$ cat config.mk
export PLATFORM = sky130hd
export DESIGN_NAME = dev_bus_master
export DESIGN_NICKNAME = d
export VERILOG_FILES = /design/src/rtl/dev_bus_master.sv
export SDC_FILE = /design/constraint.sdc
export NUM_CORES = 1
export LEC_CHECK = 0
export ABC_AREA = 1
export BUFFER_PORTS_ARGS = -buffer_cell sky130_fd_sc_hd__buf_2
export CORE_ASPECT_RATIO = 1.4
export CORE_MARGIN = 10
export CORE_UTILIZATION = 35
export DETAILED_ROUTE_END_ITERATION = 8
export HOLD_SLACK_MARGIN = 0.02
export PLACE_DENSITY = 0.53
export SLEW_MARGIN = 20
export SYNTH_ARGS = -nofsm -noshare
export SYNTH_HDL_FRONTEND = slang
export SYNTH_SLANG_ARGS = --single-unit
$ cat constraint.sdc
create_clock -name CLK -period 2.1 [get_ports CLK]
set_input_delay 0.42 -clock CLK [delete_from_list [all_inputs] [get_ports CLK]]
set_output_delay 0.42 -clock CLK [all_outputs]
set_load 0.005 [all_outputs]
$ cat src/rtl/dev_bus_master.sv
// Single-command bus master: issues one write, read or masked poll per command
// on a simple device bus and returns one response per command.
module dev_bus_master #(
  parameter int unsigned DBITS    = 32,
  parameter int unsigned POLL_GAP = 4,
  parameter int unsigned POLL_MAX = 1024
) (
  input  logic             CLK,
  input  logic             RESET,
  input  logic             CMD_VALID,
  output logic             CMD_READY,
  input  logic [1:0]       CMD_OP,
  input  logic [DBITS-1:0] CMD_ADDR,
  input  logic [DBITS-1:0] CMD_DATA,
  input  logic [DBITS-1:0] CMD_MASK,
  output logic             RSP_VALID,
  input  logic             RSP_READY,
  output logic [DBITS-1:0] RSP_DATA,
  output logic             RSP_ERR,
  output logic [DBITS-1:0] ABUS,
  output logic [DBITS-1:0] DBUS_OUT,
  input  logic [DBITS-1:0] DBUS_IN,
  output logic             WE
);

  localparam int unsigned PW       = (POLL_MAX < 1) ? 1 : $clog2(POLL_MAX + 1);
  localparam int unsigned GW       = (POLL_GAP < 1) ? 1 : $clog2(POLL_GAP + 1);
  localparam int unsigned GAP_LAST = (POLL_GAP == 0) ? 0 : POLL_GAP - 1;

  typedef enum logic [2:0] {IDLE, WR, RD, POLL_RD, POLL_WAIT, RESP} stateT;

  stateT            state, nextState;
  logic [DBITS-1:0] addrReg, dataReg, maskReg;
  logic [DBITS-1:0] nextAddr, nextData, nextMask;
  logic [DBITS-1:0] nextRspData, nextAbus, nextDbusOut;
  logic [PW-1:0]    pollCnt, nextPollCnt, pollInc;
  logic [GW-1:0]    gapCnt, nextGapCnt;
  logic             nextRspErr, nextCmdReady, nextRspValid, nextWe;
  logic             pollMatch;

  assign pollInc   = pollCnt + PW'(1);
  assign pollMatch = ((DBUS_IN ^ dataReg) & maskReg) == '0;

  // Next state plus next values of every registered output
  always_comb begin
    nextState   = state;
    nextAddr    = addrReg;
    nextData    = dataReg;
    nextMask    = maskReg;
    nextPollCnt = pollCnt;
    nextGapCnt  = gapCnt;
    nextRspData = RSP_DATA;
    nextRspErr  = RSP_ERR;

    case (state)
      IDLE: begin
        if (CMD_VALID && CMD_READY) begin
          nextAddr    = CMD_ADDR;
          nextData    = CMD_DATA;
          nextMask    = CMD_MASK;
          nextPollCnt = '0;
          nextGapCnt  = '0;
          case (CMD_OP)
            2'b00:   nextState = WR;
            2'b01:   nextState = RD;
            2'b10:   nextState = POLL_RD;
            default: begin
              nextState   = RESP;
              nextRspData = '0;
              nextRspErr  = 1'b1;
            end
          endcase
        end
      end
      WR: begin
        nextState   = RESP;
        nextRspData = '0;
        nextRspErr  = 1'b0;
      end
      RD: begin
        nextState   = RESP;
        nextRspData = DBUS_IN;
        nextRspErr  = 1'b0;
      end
      POLL_RD: begin
        nextPollCnt = pollInc;
        nextRspData = DBUS_IN;
        nextGapCnt  = '0;
        if (pollMatch) begin
          nextState  = RESP;
          nextRspErr = 1'b0;
        end else if (pollInc == PW'(POLL_MAX)) begin
          nextState  = RESP;
          nextRspErr = 1'b1;
        end else if (POLL_GAP == 0) begin
          nextState = POLL_RD;
        end else begin
          nextState = POLL_WAIT;
        end
      end
      POLL_WAIT: begin
        if (gapCnt == GW'(GAP_LAST)) nextState = POLL_RD;
        else nextGapCnt = gapCnt + GW'(1);
      end
      RESP: begin
        if (RSP_READY) nextState = IDLE;
      end
      default: nextState = IDLE;
    endcase

    nextCmdReady = (nextState == IDLE);
    nextRspValid = (nextState == RESP);
    nextWe       = (nextState == WR);
    nextAbus     = ((nextState == WR) || (nextState == RD) || (nextState == POLL_RD)) ? nextAddr : '0;
    nextDbusOut  = (nextState == WR) ? nextData : '0;
  end

  always_ff @(posedge CLK) begin
    if (!RESET) begin
      state     <= IDLE;
      addrReg   <= '0;
      dataReg   <= '0;
      maskReg   <= '0;
      pollCnt   <= '0;
      gapCnt    <= '0;
      CMD_READY <= 1'b1;
      RSP_VALID <= 1'b0;
      RSP_DATA  <= '0;
      RSP_ERR   <= 1'b0;
      ABUS      <= '0;
      DBUS_OUT  <= '0;
      WE        <= 1'b0;
    end else begin
      state     <= nextState;
      addrReg   <= nextAddr;
      dataReg   <= nextData;
      maskReg   <= nextMask;
      pollCnt   <= nextPollCnt;
      gapCnt    <= nextGapCnt;
      CMD_READY <= nextCmdReady;
      RSP_VALID <= nextRspValid;
      RSP_DATA  <= nextRspData;
      RSP_ERR   <= nextRspErr;
      ABUS      <= nextAbus;
      DBUS_OUT  <= nextDbusOut;
      WE        <= nextWe;
    end
  end

endmodule

Yosys cells after proc, flatten, opt, wreduce, memory -nomap -nowiden. Index checks and enable logic that the tools add are counted.

Equality and inequality tests: 17. Bitwise operators: 2. Reductions and logical operators: 21. Multiply operators: 0. Shift operators: 0. Div/mod/pow operators: 0. Magnitude comparators: 0. $add $sub $neg: 2. Multiplexer cells: 24.

Operators by type and width (count): $mux W32 (6); $pmux W32 S3 (1); $and A32 B32 Y32 (1); $logic_not A32 Y1 (1); $xor A32 B32 Y32 (1); $pmux W11 S2 (1); $pmux W3 S3 (2); $eq A3 B2 Y1 const B (5); $mux W3 (5); $pmux W3 S5 (1); $add A11 B1 Y11 const B (1); $eq A11 B11 Y1 const B (1); $mux W11 (1); $eq A3 B3 Y1 const B (3); $reduce_bool A3 Y1 (3); $reduce_and A2 Y1 (4); $eq A3 B1 Y1 const B (2); $logic_not A3 Y1 (2); $mux W1 (6); $ne A2 B2 Y1 const B (3); $reduce_and A3 Y1 (2); $reduce_and A4 Y1 (1); $reduce_or A2 Y1 (2); $add A3 B1 Y3 const B (1); other kinds (9) (10).

Latch bits: 0. Bits of input ports: 134. Memories: 0. Word-level logic and storage cells: 79. Bits in read-only memories: 0. Output and inout port bits: 100. Register bits: 213. Bits in writable memories: 0.

Logic depth before layout (Yosys ltp). Gate-level depths: netlist of run 1.

Depth after elaboration: 9. Mapped depth: 17. Depth with buffers taken out: 15.

Worst setup path after synthesis of run 1. OpenSTA, ideal clock, no wires.

Path type: reg2reg. Start: register pollCnt[0]. End: register ABUS[10]. Cell stages (with the launch flop): 16. Arrival: 1.764 ns. Path slack: 0.213 ns. Library setup time: 0.123 ns. Clock period less this slack: 1.887 ns. Path buffers: 1. Data required time: 1.977 ns. Cell sequence: dfxtp_1 ha_1 nand3_1 o21ai_1 nand2_1 nand2_1 nor2_2 nand3_1 nand2_1 nand2_2 nand2_4 nand2_4 nand2_4 nand2_4 buf_12 nor2_4.

Cells in the longest elaborated chain, start to end: 9. Elaborated cells on any way between the ends: 11. Classes of those cells: 1 x add/sub; 4 x eq/ne; 3 x mux; 3 x reduce/logical.

Ends and longest elaborated chain: from (decl) (RTL line 36) `logic [PW-1:0] pollCnt, nextPollCnt, pollInc;`; from (signal assigned) (RTL line 138) `pollCnt <= nextPollCnt;`; $add A11 B1 Y11 (*) (RTL line 41) `assign pollInc = pollCnt + PW'(1);`; $eq A11 B11 Y1 (*) (RTL line 92) `end else if (pollInc == PW'(POLL_MAX)) begin`; $mux W1 (*) (RTL line 92); $mux W1 (*) (RTL line 89) `if (pollMatch) begin`; $pmux W3 S5 (*) (RTL line 55) `case (state)`; $eq A3 B1 Y1 / $eq A3 B2 Y1 (equally long branches) (RTL line 114) `nextAbus = ((nextState == WR) || (nextState == RD) || (nextState == POLL_RD)) ? nextAddr : '0;`; $logic_or A1 B1 Y1 (RTL line 114); $logic_or A1 B1 Y1 (*) (RTL line 114); $reduce_and A2 Y1 (no line) (*); to (signal assigned) (RTL line 144) `ABUS <= nextAbus;`; to (decl) (RTL line 20) `output logic [DBITS-1:0] ABUS,`.

Mark *: on every way between the ends. The rest lies on a longest branch, timed or not. A chain may end at the register's enable or synchronous reset.

Worst setup path in the final report of run 1.
Start: register gapCnt[0]. End: register ABUS[16].

Cells in the longest elaborated chain, start to end: 7. Elaborated cells on any way between the ends: 9. Classes of those cells: 4 x eq/ne; 2 x mux; 3 x reduce/logical.

Ends and longest elaborated chain: from (decl) (RTL line 37) `logic [GW-1:0] gapCnt, nextGapCnt;`; from (signal assigned) (RTL line 139) `gapCnt <= nextGapCnt;`; $eq A3 B2 Y1 (*) (RTL line 102) `if (gapCnt == GW'(GAP_LAST)) nextState = POLL_RD;`; $mux W3 (*) (RTL line 102); $pmux W3 S5 (*) (RTL line 55); $eq A3 B1 Y1 / $eq A3 B2 Y1 (equally long branches) (RTL line 114); $logic_or A1 B1 Y1 (RTL line 114); $logic_or A1 B1 Y1 (*) (RTL line 114); $reduce_and A2 Y1 (no line) (*).

Marks and branches as above.

==> results.md, run 1 <==
- Status: completed
- Post-route DRC: 0
- Vias per cell: approximately 4.6
- Fin crit share: 93.4%
- Synth Area in Adders: 0.736%
- Hold path depth: 3
- Top-level I/O count: 234
- Final nets: roughly 1,400
- Min cycle time layout: around 2000 ps
- Clock buffer depth: 3
- Tot Pwr: 13,300 uW
- Post-Syn Area: 0.00850 sq mm
- Post-synthesis sequential area ratio: between 50% and 60%
- #FFs+latches synth: about 210
- TritonCTS clock tree: built
- I/O Buffers: around 230
- Number of fill cells: ~2,500
- Placed Area: 0.0101 sq mm
- Top cells by area, synth: dfxtp_1 50%, nand2_1 9.8%, nor2_4 8.2%
- Crit. End Element: flop
- Clock Skews: about 18 ps
- Final hold vios: 0
- Slew Limit Fails: 0
- Worst-skew pair later-pin latency: between 500 and 600 ps
- Num rows: 67
- Setup violations, final: 0
- Post-synthesis net count: about 1,200
- Required time of the worst setup path: about 2500 ps
- Routed length per instance: roughly 17 um
- CP Launch Type: flop
- Crit path arrival time: ~2400 ps
- Die Wd: around 150 um
- Core Region: between 0.02 and 0.025 sq mm
- Met2 usage: 28.7%
- Reg-to-reg startpoint: gapCnt[0]$_SDFFE_PN0P_
- DIE HEIGHT: a little over 200 um
- Mux contribution to synthesized area: under 10%
- Simple-Gate Fraction of Synth Area: a little over 30%
- Max-slew headroom: about 68%
- Vias in the first global route: ~7,400
- RD Place Congestion: between 0.7 and 0.8
- Gr busiest metal: met2
- Lkg Pwr: just over 0.005 uW
- Number of max-cap violations: 0
- Clk pin slew, worst setup/hold paths: approximately 60 ps
- Clk sink count: 213
- Fmax: between 0.5 and 0.6 GHz
- CTS buffer count: 22
- Pwr per Cell Area: ~1200 mW/mm^2
- Design Area, Final: between 0.01 and 0.015 sq mm
- Yosys top cell area share: ~50%
- Synthesized instance count: 1,027
- Die area: slightly above 0.03 sq mm
- FF+latch area: between 0.004 and 0.005 sq mm
- Peak VDD IR: ~0.75 mV
- GRT met1 Usage: approximately 18%
- Routed Antenna Nets: 0
- First-pass GRT wire length: approximately 40,000 um
- Layout cell share with drive strength beyond 1: between 30 and 40%
- Worst hold path endpoint: maskReg[25]$_SDFFE_PN0P_
- Drt initial violations: 281
- Mean Syn Cell Area: just over 8 sq um
- Slew @ Worst Pin: around 470 ps
- Multi-input logic area: roughly 0.0037 sq mm
- CP Class: flop to flop
- Critical Path Fanout Max: 8
- Hold Crit Class: primary input to flop
- Post-synthesis xor/xnor area fraction: 0%
- Detail Placement HPWL: roughly 19,000 um
- Largest family of logic cells by synthesized area: simple AND/OR/NAND/NOR gates
- Biggest area consumer among synthesized cells: dfxtp_1
- Largest net degree at the start of global routing: 59
- FF-to-FF path depth: 12
- Startpoint of the worst hold path: CMD_MASK[25]
- Drt first pass iters: 4
- Area delta synth->final: 28.5%
- Reg2reg setup slack: about 140 ps
- Initial antenna violation count: 6
- Synth Area in Compound Gates: about 7.2%
- H-tree levels: 1
- Global Route met3 Usage: between 5 and 6%
- Initial Util: 35.5%
- All-layer global routing usage: ~16%
- Total wire length: ~26,000 um
- Synth unique cells: 34
- Synthesis Warnings: 0
- Critical R2R Capture: ABUS[16]$_SDFF_PN0_
- Post-CTS Hold Fix Bufs: 0
- Vias: slightly above 7,000
- TNS Setup: 0 ps
- Grt ovf: 0
- Clock root buffer: clkbuf_16
[cell families (layout without fill, tap and decap cells)]
logic type      count (synthesis)  after routing
other cells                     0              2
mux                            36             36
buf+inv                       138            392
fa+ha+maj                       5              5
simple gates                  515            515
flops                         213            213
compound gates                120            120
[per-layer routing]
layer | vias up | share of wire, %
li1 | 3687 | -
met1 | 3341 | 39
met3 | 50 | 8.3
met4 | 8 | 2.6
met5 | - | 0.14
met2 | 185 | 50
[cell usage in the layout, fill, tap and decap left out, drive strengths merged, types with 2 or more instances in the layout]
cell,instances
a21oi,50
buf,260
nor3,4
clkinv,5
inv,90
o21ai,68
or2,3
mux2i,36
ha,5
bufinv,2
nor2,228
nand2,230
clkbuf,35
diode,2
nand3,48
dfxtp,213
[where the power goes]
| group | total [uW] | switching (uW) | internal, uW |
|---|---|---|---|
| registers | 5100 | 313 | 4780 |
| clock network | 3980 | 1590 | 2390 |
| logic | 4250 | 2730 | 1520 |
| total | 13300 | 4630 | 8700 |
[metrics by stage]
| stage | setup WS, ps | util, % | std cells | hold slack, ps |
|---|---|---|---|---|
| floorplan | 213 | - | 1027 | 435 |
| global placement | -32.9 | 42.0 | 1549 | 446 |
| detailed placement | -37.2 | 42.0 | 1549 | 452 |
| CTS | 26.8 | 45.1 | 1588 | 120 |
| global route | -10.4 | 45.6 | 1591 | 140 |
| finish | 139 | 45.6 | 1593 | 141 |
[cell usage after synthesis, drive strengths merged]
master	instances
buf	15
dfxtp	213
or2	3
and3	1
mux2i	36
clkbuf	31
ha	5
a31oi	1
o21bai	1
o21ai	68
nand2	230
inv	91
nand4	1
nand3	48
nor3	4
nor2	228
clkinv	1
a21oi	50
[timing repair]
action,CTS,global route
gates resized for setup,0,19
setup buffers,0,2
setup endpoints to repair,0,79
[layout make-up]
cell class / count / area share, %
Antenna cell: 2 / 0.0458
Clock inverter: 5 / 0.721
Timing Repair Buffer: 261 / 13.8
Inverter: 92 / 3.24
Multi-Input combinational cell: 676 / 33.6
Sequential cell: 213 / 39.1
Clock buffer: 34 / 6.01
Tap cell: 310 / 3.55
[worst max-delay path: stages (launching register included)]
cell	delay [ps]
dfxtp_1	310
ha_1	200
ha_1	190
nand2_1	110
inv_1	80
nor3_1	230
buf_4	160
nand2_4	50
nand2_4	80
nand2_4	60
nand2_4	120
clkbuf_16	210
nor2_4	30
[registers in the layout (all words and copies together), names as in the netlist, 11 cells and up]
signal / flops
ABUS: 32
DBUS_OUT: 32
RSP_DATA: 32
addrReg: 32
dataReg: 32
maskReg: 32
pollCnt: 11
[worst max path at each step]
stage / startpoint / to / slack (ps) / cells after the start
3_5_place_dp: DBUS_IN[19] / ABUS[1]$_SDFF_PN0_ / -40 / 17
6_report: gapCnt[0]$_SDFFE_PN0P_ / ABUS[16]$_SDFF_PN0_ / 140 / 12
2_1_floorplan: pollCnt[0]$_SDFFE_PN0P_ / ABUS[10]$_SDFF_PN0_ / 210 / 15
3_3_place_gp: DBUS_IN[19] / ABUS[1]$_SDFF_PN0_ / -30 / 17
5_1_grt: pollCnt[1]$_SDFFE_PN0P_ / ABUS[13]$_SDFF_PN0_ / -10 / 16
4_1_cts: pollCnt[0]$_SDFFE_PN0P_ / ABUS[1]$_SDFF_PN0_ / 30 / 16
(Power assumes the default switching activity.)
==> run 2: changes to the inputs <==
--- a/config.mk
+++ b/config.mk
@@ -12,6 +12,7 @@
 export CORE_UTILIZATION = 35
 export DETAILED_ROUTE_END_ITERATION = 8
 export HOLD_SLACK_MARGIN = 0.02
+export MAX_ROUTING_LAYER = met4
 export PLACE_DENSITY = 0.53
 export SLEW_MARGIN = 20
 export SYNTH_ARGS = -nofsm -noshare
==> results.md, run 2 (synthesis results as in run 1) <==
- Fin util: 45.6% (about the same)
- Grt ovf: 0 (unchanged)
- Post-CTS Hold Fix Bufs: 0 (unchanged)
- All-layer global routing usage: 16.9% (+0.49 points)
- Gate power share: 31.8% (about the same)
- First-pass GRT wire length: 40,000 um (-0.19%)
- Number of max-cap violations: 0 (unchanged)
- Clock Skews: 19.5 ps (+1.96 ps)
- Clock buffer depth: 3 (unchanged)
- DIE HEIGHT: 204 um (unchanged)
- Clk pin slew, worst setup/hold paths: 60 ps (about the same)
- Num rows: 67 (unchanged)
- Crit. End Element: flop
- Max-slew headroom: 68.5% (+0.085 points)
- Routed Antenna Nets: 0 (unchanged)
- Critical Path Fanout Max: 8 (unchanged)
- Fin crit share: 94.1% (+0.72 points)
- Initial antenna violation count: 6 (unchanged)
- Post-route DRC: 0 (unchanged)
- Vias: 7,239 (-0.44%)
- I/O Buffers: 233 (unchanged)
- CTS buffer count: 22 (unchanged)
- Clk sink count: 213 (unchanged)
- Final hold vios: 0 (unchanged)
- Worst-skew pair later-pin latency: 510 ps (about the same)
- Layout cell share with drive strength beyond 1: 30.9% (unchanged)
- Sw frac: 34.7% (about the same)
- Detail Placement HPWL: 19,200 um (unchanged)
- Most common cell after layout, fill and taps aside: buf_2
- Total wire length: 26,300 um (about the same)
- Die area: 0.0310 sq mm (unchanged)
- Lkg Pwr: 0.00503 uW (about the same)
- Worst Hold Margin: 141 ps (-0.222 ps)
- TritonCTS clock tree: built
- Internal power: 8700 uW (about the same)
- Seq pwr share: 38.3% (about the same)
- Design Area, Final: 0.0109 sq mm (about the same)
- Drt initial violations: 285 (+1.4%)
- Initial Util: 35.5% (unchanged)
- Crit path arrival time: 2370 ps (+20 ps)
- H-tree levels: 1 (unchanged)
- Die Wd: 152 um (unchanged)
- Clock power frac: 29.9% (about the same)
- RD Place Congestion: 0.790 (+1.4%)
- Hold Crit Class: primary input to flop
- Core Region: 0.0240 sq mm (unchanged)
- Setup violations, final: 0 (unchanged)
- Most frequent cells in the layout: 233 x buf_2, 222 x nand2_1, 209 x dfxtp_1, 158 x nor2_1, 79 x inv_1
- Min cycle time layout: 1980 ps (+15.0 ps)
- Routed length per instance: 16.5 um (-0.33%)
- Slew Limit Fails: 0 (unchanged)
- Clock root buffer: clkbuf_16
- Slew @ Worst Pin: 473 ps (-1.27 ps)
- Area delta synth->final: 28.7% (about the same)
- Final nets: 1,405 (unchanged)
- Vias per cell: 4.53 (-0.69%)
- Pwr per Cell Area: 1220 mW/mm^2 (-0.11%)
- Largest net degree at the start of global routing: 59 (unchanged)
- P_sw: 4630 uW (about the same)
- Drt first pass iters: 4 (unchanged)
- Fmax: 0.506 GHz (-0.76%)
- Status: completed
- Placed Area: 0.0101 sq mm (unchanged)
- Top-level I/O count: 234 (unchanged)
- CP Class: flop to flop
- Peak VDD IR: 0.745 mV (-0.42%)
- CP Launch Type: flop
- Required time of the worst setup path: 2500 ps (about the same)
- Vias in the first global route: 7,406 (+0.38%)
run 2: timing repair:
action / 4_1_cts / 5_1_grt
endpoints found under the setup margin: 0 / 79
resized for setup: 0 / 19
setup buffers: 0 / 2
run 2: layout make-up:
type                    count  area (sq um)
fillers                  2498         13000
flip-flops and latches    213          4270
multi-input cells         676          3670
repair buffers            261          1510
clock buffers              34           657
well taps                 310           388
inverters                  92           354
clock inverters             5          78.8
diodes                      6          15.0
run 2: path summary, 6_finish.rpt:
kind / slack (ps) / cells after the start / from / end
max: 120 / 12 / gapCnt[0]$_SDFFE_PN0P_ / ABUS[16]$_SDFF_PN0_
min: 140 / 3 / CMD_MASK[19] / maskReg[19]$_SDFFE_PN0P_
max reg2reg: 120 / 12 / gapCnt[0]$_SDFFE_PN0P_ / ABUS[16]$_SDFF_PN0_
min reg2reg: 460 / 2 / RSP_DATA[4]$_SDFFE_PN0P_ / RSP_DATA[4]$_SDFFE_PN0P_
run 2: layer usage:
layer	up-vias	share of wire (%)	global-route usage, %
met5	-	0	-
met4	0	2.6	4.98
met3	41	7.7	4.68
met2	185	50	28.8
met1	3322	39	18.7
li1	3691	-	-
run 2: critical path, cell delays in order, from the launching register on:
cell and delay [ps]:
dfxtp_1 310, ha_1 200, ha_1 190, nand2_1 110
inv_1 80, nor3_1 240, buf_4 170, nand2_4 50
nand2_4 80, nand2_4 60, nand2_4 120, clkbuf_16 210
nor2_4 30
run 2: stage by stage:
step / TNS [ps] / total power (uW) / setup WS, ps / std cells
after CTS: 0 / 13500 / 26.8 / 1588
after floorplan: 0 / 8080 / 213 / 1027
after detailed placement: -212 / 9410 / -37.2 / 1549
after global placement: -271 / 9380 / -32.9 / 1549
final: 0 / 13300 / 124 / 1597
after global routing: -62.1 / 14200 / -10.6 / 1597
run 2: power groups by stage:
| stage | sequential, uW | combinational [uW] | clock, uW |
|---|---|---|---|
| floorplan | 5130 | 2950 | 0 |
| global placement | 5170 | 4210 | 0 |
| detailed placement | 5180 | 4230 | 0 |
| CTS | 5100 | 4250 | 4120 |
| global route | 5180 | 4750 | 4250 |
| finish | 5100 | 4240 | 3980 |
==> run 3: changes to the inputs <==
==> constraint.sdc (replaced) <==
create_clock -name CLK -period 2.1 [get_ports CLK]
set_input_delay 0.525 -clock CLK [delete_from_list [all_inputs] [get_ports CLK]]
set_output_delay 0.525 -clock CLK [all_outputs]
set_load 0.005 [all_outputs]
==> results.md, run 3 (synthesis results as in run 1) <==
- Initial Util: 35.5% (unchanged)
- CP peak stage delay: 360 ps (+50 ps)
- Lkg Pwr: 0.00510 uW (+1.4%)
- Worst-skew pair later-pin latency: 500 ps (about the same)
- Sw frac: 34.3% (-0.43 points)
- Gate power share: 31.2% (-0.6 points)
- Placement Setup Slack: -198 ps (-161 ps)
- Cell Chain, Critical Path: ha_4 -> nand3_4 -> nor2_4 -> nand2_2 -> nand2_2 -> nand2_2 -> nor2_2 -> nand3_2 -> nand2_1 -> nand2_2 -> nand2_4 -> nand2_4 -> clkinv_4 -> nand2_8 -> buf_12 -> nor2_4
- P_sw: 4640 uW (+0.22%)
- Area delta synth->final: 30.3%
- Grt ovf: 0 (unchanged)
- RD Place Congestion: 0.829 (+4.9%)
- Slew @ Worst Pin: 478 ps (+4.75 ps)
- Initial antenna violation count: 6 (unchanged)
- Status: completed
- Num rows: 67 (unchanged)
- Clk pin slew, worst setup/hold paths: 60 ps (about the same)
- Min cycle time layout: 1970 ps (-7.91 ps)
- Critical path launch point: pollCnt[1]$_SDFFE_PN0P_
- Global Route met3 Usage: 4.83% (+0.16 points)
- Setup ws final: 132 ps (+7.91 ps)
- Total wire length: 26,100 um (-0.59%)
- Crit path arrival time: 2410 ps (+40 ps)
- Die Wd: 152 um (unchanged)
- GRT met1 Usage: 18.6% (-0.066 points)
- Critical Path Fanout Max: 9 (+1)
- Routed length per instance: 16.3 um (-1.1%)
- Setup violations, final: 0 (unchanged)
- Slew Limit Fails: 0 (unchanged)
- Max-slew headroom: 68.1% (-0.32 points)
- Clock Skews: 17.1 ps (-2.41 ps)
- Detail Placement HPWL: 19,400 um (+0.66%)
- Met2 usage: 29.7% (+0.95 points)
- CP Launch Type: flop
- Hold Crit Class: primary input to flop
- Vias in the first global route: 7,354 (-0.70%)
- Clock power frac: 31.1% (+1.2 points)
- Crit-path slowest cell: dfxtp_2
- Internal power: 8880 uW (+2.2%)
- All-layer global routing usage: 17.0% (+0.16 points)
- Required time of the worst setup path: 2540 ps (+40 ps)
- Clock root buffer: clkbuf_16
- Drt first pass iters: 6 (+2)
- Final hold vios: 0 (unchanged)
- Placed Area: 0.0102 sq mm (+1.2%)
- Reg-to-reg startpoint: pollCnt[1]$_SDFFE_PN0P_
- Most common cell after layout, fill and taps aside: buf_2
- Crit-path most repeated cell: nand2_2
- Layout cell share with drive strength beyond 1: 31.6% (+0.71 points)
- TritonCTS clock tree: built
- Core Region: 0.0240 sq mm (unchanged)
- Die area: 0.0310 sq mm (unchanged)
- Clk sink count: 213 (unchanged)
- I/O Buffers: 233 (unchanged)
- Tot Pwr: 13,500 uW (+1.5%)
- Post-route DRC: 0 (unchanged)
- Vias: 7,177 (-0.86%)
- Clock buffer depth: 3 (unchanged)
- Largest net degree at the start of global routing: 69 (+17%)
- Startpoint of the worst hold path: CMD_MASK[28]
- Peak VDD IR: 0.812 mV (+9.1%)
- CP Class: flop to flop
- Number of max-cap violations: 0 (unchanged)
- CTS buffer count: 23 (+4.5%)
- Fin crit share: 93.7% (-0.38 points)
- Final nets: 1,414 (+0.64%)
- Fmax: 0.508 GHz (+0.40%)
- Routed Antenna Nets: 0 (unchanged)
- Design Area, Final: 0.0111 sq mm (+1.3%)
- H-tree levels: 1 (unchanged)
- Seq pwr share: 37.7% (-0.6 points)
- Vias per cell: 4.47 (-1.4%)
- Crit. End Element: flop
- Top-level I/O count: 234 (unchanged)
- DIE HEIGHT: 204 um (unchanged)
- Drt initial violations: 353 (+24%)
- Gr busiest metal: met2
- Pwr per Cell Area: 1220 mW/mm^2 (+0.23%)
- Most frequent cells in the layout: 233 x buf_2, 220 x nand2_1, 210 x dfxtp_1, 157 x nor2_1, 79 x inv_1
- First-pass GRT wire length: 40,200 um (+0.50%)
[run 3: cell count changes in the layout (fill, tap and decap cells not counted), sizes merged]
cell,previous run,this run
clkbuf,35,33
bufinv,2,3
clkinvlp,0,1
buf,260,269
[run 3: metal layers]
metal,vias up,part of all wire [%]
li1,3718,-
met1,3249,40
met2,181,51
met3,29,7.5
met4,0,1.7
met5,-,0
[run 3: critical path: cells and delay by family, from the launching register on]
| family | cells | cell delay [ps] |
|---|---|---|
| DFF | 1 | 360 |
| buffers and inverters | 2 | 260 |
| and+or+nand+nor | 13 | 1100 |
| adders and majority gates | 1 | 180 |
[run 3: final timing paths]
| path | to | slack [ps] | depth (start not counted) |
|---|---|---|---|
| min | maskReg[28]$_SDFFE_PN0P_ | 240 | 3 |
| max | DBUS_OUT[10]$_SDFF_PN0_ | 130 | 16 |
| min reg2reg | RSP_DATA[18]$_SDFFE_PN0P_ | 460 | 2 |
| max reg2reg | DBUS_OUT[10]$_SDFF_PN0_ | 130 | 16 |
[run 3: layout make-up]
| class | instances | area, sq um |
|---|---|---|
| Antenna cell | 6 | 15.0 |
| Clock buffer | 33 | 673 |
| Clock inverter | 7 | 116 |
| Fill cell | 2430 | 12900 |
| Inverter | 92 | 354 |
| Multi-Input combinational cell | 676 | 3670 |
| Sequential cell | 213 | 4270 |
| Tap cell | 310 | 388 |
| Timing Repair Buffer | 269 | 1590 |
[run 3: power groups by stage]
stage               logic [uW]  clock network, uW  registers [uW]
finish                    4220               4200            5100
CTS                       4310               4330            5100
detailed placement        4280                  0            5180
global route              4720               4500            5180
floorplan                 2950                  0            5130
global placement          4270                  0            5170
[run 3: per-stage QoR]
| step | hold WS, ps | TNS (ps) | utilization, % | std cells |
|---|---|---|---|---|
| 6_report | 241 | 0 | 46.2 | 1606 |
| 5_1_grt | 241 | -9.34 | 46.2 | 1606 |
| 4_1_cts | 223 | 0 | 45.9 | 1599 |
| 3_5_place_dp | 450 | -10390 | 42.6 | 1559 |
| 3_3_place_gp | 445 | -10810 | 42.6 | 1559 |
| 2_1_floorplan | 435 | 0 | - | 1027 |
[run 3: what timing repair did]
action                                  in CTS  in global routing
hold buffers                                 0                  0
buffers inserted                             0                  1
gates resized for setup                      2                 16
pin swaps                                    0                  7
endpoints found under the setup margin      50                 67
